`config.mk`:
```
export PLATFORM = sky130hd
export DESIGN_NAME = msgst_cmd_bram_slv
export DESIGN_NICKNAME = d
export VERILOG_FILES = /design/src/rtl/msgst_cmd_bram_slv.sv
export SDC_FILE = /design/constraint.sdc
export NUM_CORES = 2
export LEC_CHECK = 0
export CELL_PAD_IN_SITES_DETAIL_PLACEMENT = 2
export CELL_PAD_IN_SITES_GLOBAL_PLACEMENT = 2
export CORE_MARGIN = 3
export CORE_UTILIZATION = 44
export CTS_CLUSTER_SIZE = 10
export DETAILED_ROUTE_END_ITERATION = 10
export PLACE_DENSITY_LB_ADDON = 0.1
export SLEW_MARGIN = 20
export SYNTH_ARGS = -nofsm -noshare
export SYNTH_HDL_FRONTEND = slang
export SYNTH_SLANG_ARGS = --single-unit
export TNS_END_PERCENT = 30
```
`constraint.sdc`:
```
create_clock -name fabric_clk -period 2.32 [get_ports fabric_clk]
set_input_delay 0.464 -clock fabric_clk [delete_from_list [all_inputs] [get_ports fabric_clk]]
set_output_delay 0.464 -clock fabric_clk [all_outputs]
set_load 0.005 [all_outputs]
```
`src/rtl/msgst_cmd_bram_slv.sv`:
```
// MSGST command store: AXI4-Lite slave in front of a byte-writable word array.
// Descriptor decode is built only when MSGST_DESC_DECODE_EN is defined.

module msgst_cmd_bram_slv #(
   parameter int DEPTH_WORDS    = 64,
   parameter int WORDS_PER_DESC = 6
) (
   input  logic        fabric_clk,
   input  logic        fabric_rst,
   input  logic [31:0] S_AXI_awaddr,
   input  logic [2:0]  S_AXI_awprot,
   input  logic        S_AXI_awvalid,
   output logic        S_AXI_awready,
   input  logic [31:0] S_AXI_wdata,
   input  logic [3:0]  S_AXI_wstrb,
   input  logic        S_AXI_wvalid,
   output logic        S_AXI_wready,
   output logic [1:0]  S_AXI_bresp,
   output logic        S_AXI_bvalid,
   input  logic        S_AXI_bready,
   input  logic [31:0] S_AXI_araddr,
   input  logic [2:0]  S_AXI_arprot,
   input  logic        S_AXI_arvalid,
   output logic        S_AXI_arready,
   output logic [31:0] S_AXI_rdata,
   output logic [1:0]  S_AXI_rresp,
   output logic        S_AXI_rvalid,
   input  logic        S_AXI_rready,
   input  logic        desc_clear,
   output logic        desc_valid,
   output logic [8:0]  desc_pld_length,
   output logic [4:0]  desc_csi_dst,
   output logic [11:0] desc_cookie,
   output logic [6:0]  desc_count
);

   localparam int         IDX_W       = $clog2(DEPTH_WORDS);
   localparam logic [1:0] RESP_OKAY   = 2'b00;
   localparam logic [1:0] RESP_SLVERR = 2'b10;

   logic             aw_held_q;
   logic [IDX_W-1:0] aw_idx_q;
   logic             aw_oor_q;
   logic             w_held_q;
   logic [31:0]      w_data_q;
   logic [3:0]       w_strb_q;
   logic             bvalid_q;
   logic [1:0]       bresp_q;
   logic             rvalid_q;
   logic             rd_oor_q;
   logic [31:0]      rd_word_q;
   logic [31:0]      mem_q [DEPTH_WORDS];

   logic             aw_hs;
   logic             w_hs;
   logic             ar_hs;
   logic             wr_commit;
   logic             wr_ok;
   logic [IDX_W-1:0] ar_idx;
   logic             ar_oor;

   assign S_AXI_awready = !aw_held_q && !bvalid_q;
   assign S_AXI_wready  = !w_held_q && !bvalid_q;
   assign S_AXI_arready = !rvalid_q;

   assign aw_hs     = S_AXI_awvalid && S_AXI_awready;
   assign w_hs      = S_AXI_wvalid && S_AXI_wready;
   assign ar_hs     = S_AXI_arvalid && S_AXI_arready;
   assign wr_commit = aw_held_q && w_held_q;
   // A commit coinciding with reset is treated as discarded, array included.
   assign wr_ok     = wr_commit && !aw_oor_q && !fabric_rst;
   assign ar_idx    = S_AXI_araddr[IDX_W+1:2];
   assign ar_oor    = |S_AXI_araddr[31:IDX_W+2];

   always_ff @(posedge fabric_clk) begin
      if (fabric_rst) begin
         aw_held_q <= 1'b0;
         aw_idx_q  <= '0;
         aw_oor_q  <= 1'b0;
         w_held_q  <= 1'b0;
         w_data_q  <= '0;
         w_strb_q  <= '0;
         bvalid_q  <= 1'b0;
         bresp_q   <= RESP_OKAY;
      end else begin
         if (aw_hs) begin
            aw_held_q <= 1'b1;
            aw_idx_q  <= S_AXI_awaddr[IDX_W+1:2];
            aw_oor_q  <= |S_AXI_awaddr[31:IDX_W+2];
         end else if (wr_commit) begin
            aw_held_q <= 1'b0;
         end
         if (w_hs) begin
            w_held_q <= 1'b1;
            w_data_q <= S_AXI_wdata;
            w_strb_q <= S_AXI_wstrb;
         end else if (wr_commit) begin
            w_held_q <= 1'b0;
         end
         if (wr_commit) begin
            bvalid_q <= 1'b1;
            bresp_q  <= aw_oor_q ? RESP_SLVERR : RESP_OKAY;
         end else if (bvalid_q && S_AXI_bready) begin
            bvalid_q <= 1'b0;
            bresp_q  <= RESP_OKAY;
         end
      end
   end

   // Storage has no reset; the read port sees pre-write data on a same-word collision.
   always_ff @(posedge fabric_clk) begin
      if (wr_ok) begin
         for (int b = 0; b < 4; b++) begin
            if (w_strb_q[b]) begin
               mem_q[aw_idx_q][8*b +: 8] <= w_data_q[8*b +: 8];
            end
         end
      end
      if (ar_hs) begin
         rd_word_q <= mem_q[ar_idx];
      end
   end

   always_ff @(posedge fabric_clk) begin
      if (fabric_rst) begin
         rvalid_q <= 1'b0;
         rd_oor_q <= 1'b0;
      end else if (ar_hs) begin
         rvalid_q <= 1'b1;
         rd_oor_q <= ar_oor;
      end else if (rvalid_q && S_AXI_rready) begin
         rvalid_q <= 1'b0;
      end
   end

   assign S_AXI_bvalid = bvalid_q;
   assign S_AXI_bresp  = bresp_q;
   assign S_AXI_rvalid = rvalid_q;
   assign S_AXI_rdata  = (rvalid_q && !rd_oor_q) ? rd_word_q : 32'd0;
   assign S_AXI_rresp  = (rvalid_q && rd_oor_q) ? RESP_SLVERR : RESP_OKAY;

   logic unused_ok;
   assign unused_ok = ^{S_AXI_awprot, S_AXI_arprot, S_AXI_awaddr[1:0], S_AXI_araddr[1:0]};

`ifdef MSGST_DESC_DECODE_EN
   localparam int CNT_W = $clog2(WORDS_PER_DESC + 1);

   logic [31:0]      wr_mask;
   logic [31:0]      shadow_q [3];
   logic [31:0]      shadow_d [3];
   logic [CNT_W-1:0] word_cnt_q;
   logic             desc_last;
   logic             desc_valid_q;
   logic [8:0]       pld_length_q;
   logic [4:0]       csi_dst_q;
   logic [11:0]      cookie_q;
   logic [6:0]       desc_count_q;

   genvar gi;
   for (gi = 0; gi < 4; gi++) begin : g_mask
      assign wr_mask[8*gi +: 8] = {8{w_strb_q[gi]}};
   end

   // Mirror of words 0..2 so the fields can be taken post-write without a second array port.
   for (gi = 0; gi < 3; gi++) begin : g_shadow
      assign shadow_d[gi] = (wr_ok && aw_idx_q == IDX_W'(gi))
                          ? ((shadow_q[gi] & ~wr_mask) | (w_data_q & wr_mask))
                          : shadow_q[gi];
   end

   always_ff @(posedge fabric_clk) begin
      for (int k = 0; k < 3; k++) begin
         shadow_q[k] <= shadow_d[k];
      end
   end

   assign desc_last = (word_cnt_q == CNT_W'(WORDS_PER_DESC - 1));

   always_ff @(posedge fabric_clk) begin
      if (fabric_rst) begin
         word_cnt_q   <= '0;
         desc_valid_q <= 1'b0;
         pld_length_q <= '0;
         csi_dst_q    <= '0;
         cookie_q     <= '0;
         desc_count_q <= '0;
      end else begin
         desc_valid_q <= 1'b0;
         if (desc_clear) begin
            word_cnt_q   <= '0;
            desc_count_q <= '0;
         end else if (wr_ok) begin
            if (desc_last) begin
               word_cnt_q   <= '0;
               desc_valid_q <= 1'b1;
               desc_count_q <= desc_count_q + 7'd1;
               pld_length_q <= shadow_d[0][8:0];
               csi_dst_q    <= shadow_d[1][26:22];
               cookie_q     <= shadow_d[2][12:1];
            end else begin
               word_cnt_q <= word_cnt_q + 1'b1;
            end
         end
      end
   end

   assign desc_valid      = desc_valid_q;
   assign desc_pld_length = pld_length_q;
   assign desc_csi_dst    = csi_dst_q;
   assign desc_cookie     = cookie_q;
   assign desc_count      = desc_count_q;

   logic unused_desc;
   assign unused_desc = ^{shadow_d[0][31:9], shadow_d[1][31:27], shadow_d[1][21:0],
                          shadow_d[2][31:13], shadow_d[2][0]};
`else
   assign desc_valid      = 1'b0;
   assign desc_pld_length = '0;
   assign desc_csi_dst    = '0;
   assign desc_cookie     = '0;
   assign desc_count      = '0;

   logic        unused_desc;
   logic [31:0] unused_wpd;
   assign unused_desc = desc_clear;
   assign unused_wpd  = WORDS_PER_DESC;
`endif

endmodule

```
* Word-level counts from Yosys, hierarchy flattened *
Memories as Yosys holds them, arrays and structs flattened. A register that Yosys moved wholly into a read port is not among the register bits.
Index checks and enable logic that the tools add are counted.

word-level totals
  logic and storage cells = 60
  memory bits (writable) = 2048
  register bits after elaboration = 50
  memories = 1
  input bits = 114

memories
  name   depth  bits a word  rd ports  clocked after Yosys merged registers in  wr ports  line  RTL
  mem_q  64     32           1         1                                        1         52    logic [31:0] mem_q [DEPTH_WORDS];

cells by class
  multiplexer cells = 24
  reductions and logical operators = 25

operator list
  cell                 number
  OR reduction 24 bit  2
  two-way mux 32 bit   1
  two-way mux 1 bit    19
  logical AND 1 bit    12
  two-way mux 2 bit    4
  nonzero test 2 bit   4
  logical NOT 1 bit    7

* Longest topological paths before layout *
  word-level depth = 5
  mapped depth = 9
  mapped depth without buffers = 4

* Worst setup path before layout *
OpenSTA, ideal clock, no wires.

  path kind = input to register
  start = input S_AXI_arvalid
  end = register rd_oor_q
  slack = -0.167 ns
  setup time = 0.131 ns
  path buffers = 0
  data arrival time = 2.355 ns
  cell stages on the path = 4
  cells stage by stage = nor2b_1 nand4_1 nor2_1 nor3_1

on the way
  cells in the longest elaborated chain, start to end = 1

RTL lines
  item                  line  RTL
  start, declared       23    input logic S_AXI_arvalid,
  logical AND 1 bit     68    assign ar_hs = S_AXI_arvalid && S_AXI_arready;
  end signal, assigned  130   rd_oor_q <= ar_oor;
  end, declared         50    logic rd_oor_q;

Every way passes these cells.
A chain may end at the register's enable or synchronous reset.

* Final worst setup path *
  start = register rvalid_q, in the netlist S_AXI_rvalid
  end = output S_AXI_rdata[16]

on the way
  cells in the longest elaborated chain, start to end = 2

RTL lines
  item                    line  RTL
  start, declared         49    logic rvalid_q;
  start signal, assigned  126   rvalid_q <= 1'b0;
  start signal, assigned  129   rvalid_q <= 1'b1;
  start signal, assigned  132   rvalid_q <= 1'b0;
  logical AND 1 bit       139   assign S_AXI_rdata = (rvalid_q && !rd_oor_q) ? rd_word_q : 32'd0;
  two-way mux 32 bit      139
  end, declared           25    output logic [31:0] S_AXI_rdata,

Every way passes these cells.

==> reports/results.ini <==
[outcome]
outcome=finished, violations left
violations=setup timing

[synth]
synth.distinct_cells=35
synth-seq-cells=2129
synth_area_leaders=edfxtp_1 (76%), mux4_2 (14%), nor2_1 (1.4%)
syn_area_mm2=0.08185
synth_top_area_share=0.7631
synth_edf_count=2080
ys_seq_area_frac=0.7751
synth_top_area_cell=edfxtp_1
async_flop_share=0
avgSynthCellArea_um2=20.94
synthCells=3909
ys.flop_type=edfxtp_1
yosys_warnings=0

[pwr]
power.total_mw=81.29
seq_power_share=0.527
netSwitchingFraction=0.2224
p_clk_frac=0.412
irDropWorstVdd_mv=0.7003
p_sw_mw=18.08
p_comb_frac=0.060
p_int_mw=63.21
p_leak_nw=34.24
power.density_mw_per_mm2=817.6

[worst_setup_path]
crit_fanout=3
required_ns=1.86
cp.arrival_ns=2.26
critPathCaptureType=output pin
rrSetupSlack_ns=0.13
critPathLaunchType=flip-flop
r2r_cells=6
r2r_end=mem_q[3][13]
r2r_start=aw_idx_q[5]
path_class=flip-flop to output pin

[sta]
max_slew_margin=0.3773
fmax_mhz=367.1
hold_viol=0
finalSetupViolCount=32
rsz0062_at_grt=yes
setup_slack_ns=-0.4043
skew_ns=0.03229
fin_crit_ns=2.724
worst_hold_slack_ns=0.1239
slew_viol_final=0
fin_tns_setup_ns=-8.486
fin_crit_sh=1.174
worstMarginPinSlew_ns=0.9340

[cells_and_area]
fin_nets=4965
syn2layout_area_growth_pct=21.47
final_cells=7454
fin_util=0.5402
drive_gt1_frac=0.3428
final_cell_area_mm2=0.09942

[clock_network]
cts_tree=yes
h-tree-depth=4
cts_sinks=2129
clk_pin_slew_worst_paths_ns=0.06
insertion_delay_ns=0.88
cts-root-buf=clkbuf_16
cts_hold_buf=0
cts_buffers=235
clock_path_buffers=3

[global_route]
grt_pass1_vias=48830
track_usage=0.2959
grt_max_degree=66
grt-ovfl-total=0
antenna_found_initial=13
grt_pass1_wl_mm=396.1

[route]
dr.pass1.iters=5
drcViolationCount=0
vias_per_cell=6.105
drt.antenna.violating_nets=0
wirelength_mm=281.0
wl_per_cell_um=37.70
first_iter_violations=5416
num_vias=45510

[die]
die_x_um=437.3
core_area_mm2=0.1841
dieArea_mm2=0.1912
rows=157
initial_core_util=0.4447
die_height_um=437.3
io_pins=189

[hold_path]
hold_class=input pin to flip-flop
hold_depth=3
hold_start=S_AXI_wdata[11]
min_to=w_data_q[11]

[run]
drv_cap=0

[place]
io_buffer_count=141
gp_congestion=0.8990
place_hpwl_mm=190.8
placed_area_mm2=0.09233
pre_cts_ws_ns=-0.5454
dp_cells=7054

sequential cells by signal, indices dropped and copies added (netlist names):
signal,cells
S_AXI_bvalid,1
S_AXI_bresp,1
w_held_q,1
w_data_q,32
S_AXI_rvalid,1
rd_word_q,32
aw_held_q,1
aw_idx_q,6
rd_oor_q,1
mem_q,2048
w_strb_q,4
aw_oor_q,1
synthesized netlist by cell type, types with 6 or more instances:
master	instances
edfxtp_1	2080
nor2_1	299
a21oi_1	67
o221ai_1	51
a211oi_1	7
nand2_1	166
and2_1	37
mux4_2	512
clkbuf_1	114
mux2i_1	49
nor3b_1	7
o22ai_1	45
nand2b_1	10
nor4_1	12
buf_1	13
nor2b_1	6
buf_2	82
o211a_1	30
dfxtp_1	49
a22oi_1	120
buf_4	60
nand3_1	64
critical path: stages (launching register included):
cell     delay (ns)
dfxtp_2        0.32
inv_2          0.07
nor2_4         0.04
buf_12         0.13
buf_12         0.15
buf_16         0.14
buf_12         0.14
buf_6          0.12
and2_4         0.15
buf_6          0.11
power by group through the flow:
stage | Sequential [mW] | Clock (mW) | Combinational [mW]
2_1_floorplan | 43.7 | 0 | 2.00
3_3_place_gp | 43.6 | 0 | 4.54
3_5_place_dp | 43.7 | 0 | 4.71
4_1_cts | 42.9 | 34.1 | 4.92
5_1_grt | 42.9 | 35.5 | 5.15
6_report | 42.9 | 33.5 | 4.91
worst max path at each step:
stage | cells after the start | endpoint | from
after detailed placement | 7 | rd_word_q[14] | S_AXI_araddr[7]
after floorplan | 7 | rd_word_q[17] | S_AXI_araddr[2]
after global placement | 7 | rd_word_q[14] | S_AXI_araddr[7]
final | 9 | S_AXI_rdata[16] | S_AXI_rvalid
after global routing | 9 | S_AXI_rdata[16] | S_AXI_rvalid
after CTS | 9 | S_AXI_rdata[16] | S_AXI_rvalid
cell families after synthesis:
group                  count (synthesis)  share of synthesized area
multiplexers                         561                     0.1469
other                                  1                 0.00004581
AND/OR/NAND/NOR                      623                    0.03271
buffers and inverters                272                    0.01666
AO/OA/AOI/OAI                        323                    0.02863
flip-flops                          2129                     0.7751
layout by cell type, fill, tap and decap left out, drive strengths merged, types with 10 or more instances in the layout:
master	synthesis	routed
a21oi	67	67
a22oi	120	120
and2	37	37
buf	157	836
clkbuf	114	351
clkdlybuf4s50	0	98
clkinv	0	11
conb	1	36
dfxtp	49	49
edfxtp	2080	2080
mux2i	49	49
mux4	512	512
nand2	166	166
nand2b	10	10
nand3	64	64
nor2	299	299
nor4	12	12
o211a	30	30
o221ai	51	51
o22ai	45	45
metal layers:
layer | up-vias | track usage | wire [µm]
met5 | - | 0 | 16
met2 | 2003 | 0.4808 | 137400
met3 | 483 | 0.04544 | 18760
met4 | 4 | 0.1239 | 12960
met1 | 25000 | 0.4015 | 111800
li1 | 18020 | - | -
layout make-up:
type	instances	area, µm²
Clock buffer	351	6357
Tap cell	2464	3083
Multi-Input combinational cell	1543	17360
Sequential cell	2129	63490
Antenna cell	8	20.02
Clock inverter	17	209.0
Timing Repair Buffer	941	8899
Fill cell	15600	84640
Inverter	1	3.754
what timing repair did:
item | in CTS | in global routing
setup endpoints to repair | 194 | 329
cloned | 3 | 0
pin swaps | 6 | 2
setup buffers | 22 | 4
gates resized for setup | 230 | 18
No activity file was read; power rests on OpenSTA's default activity.
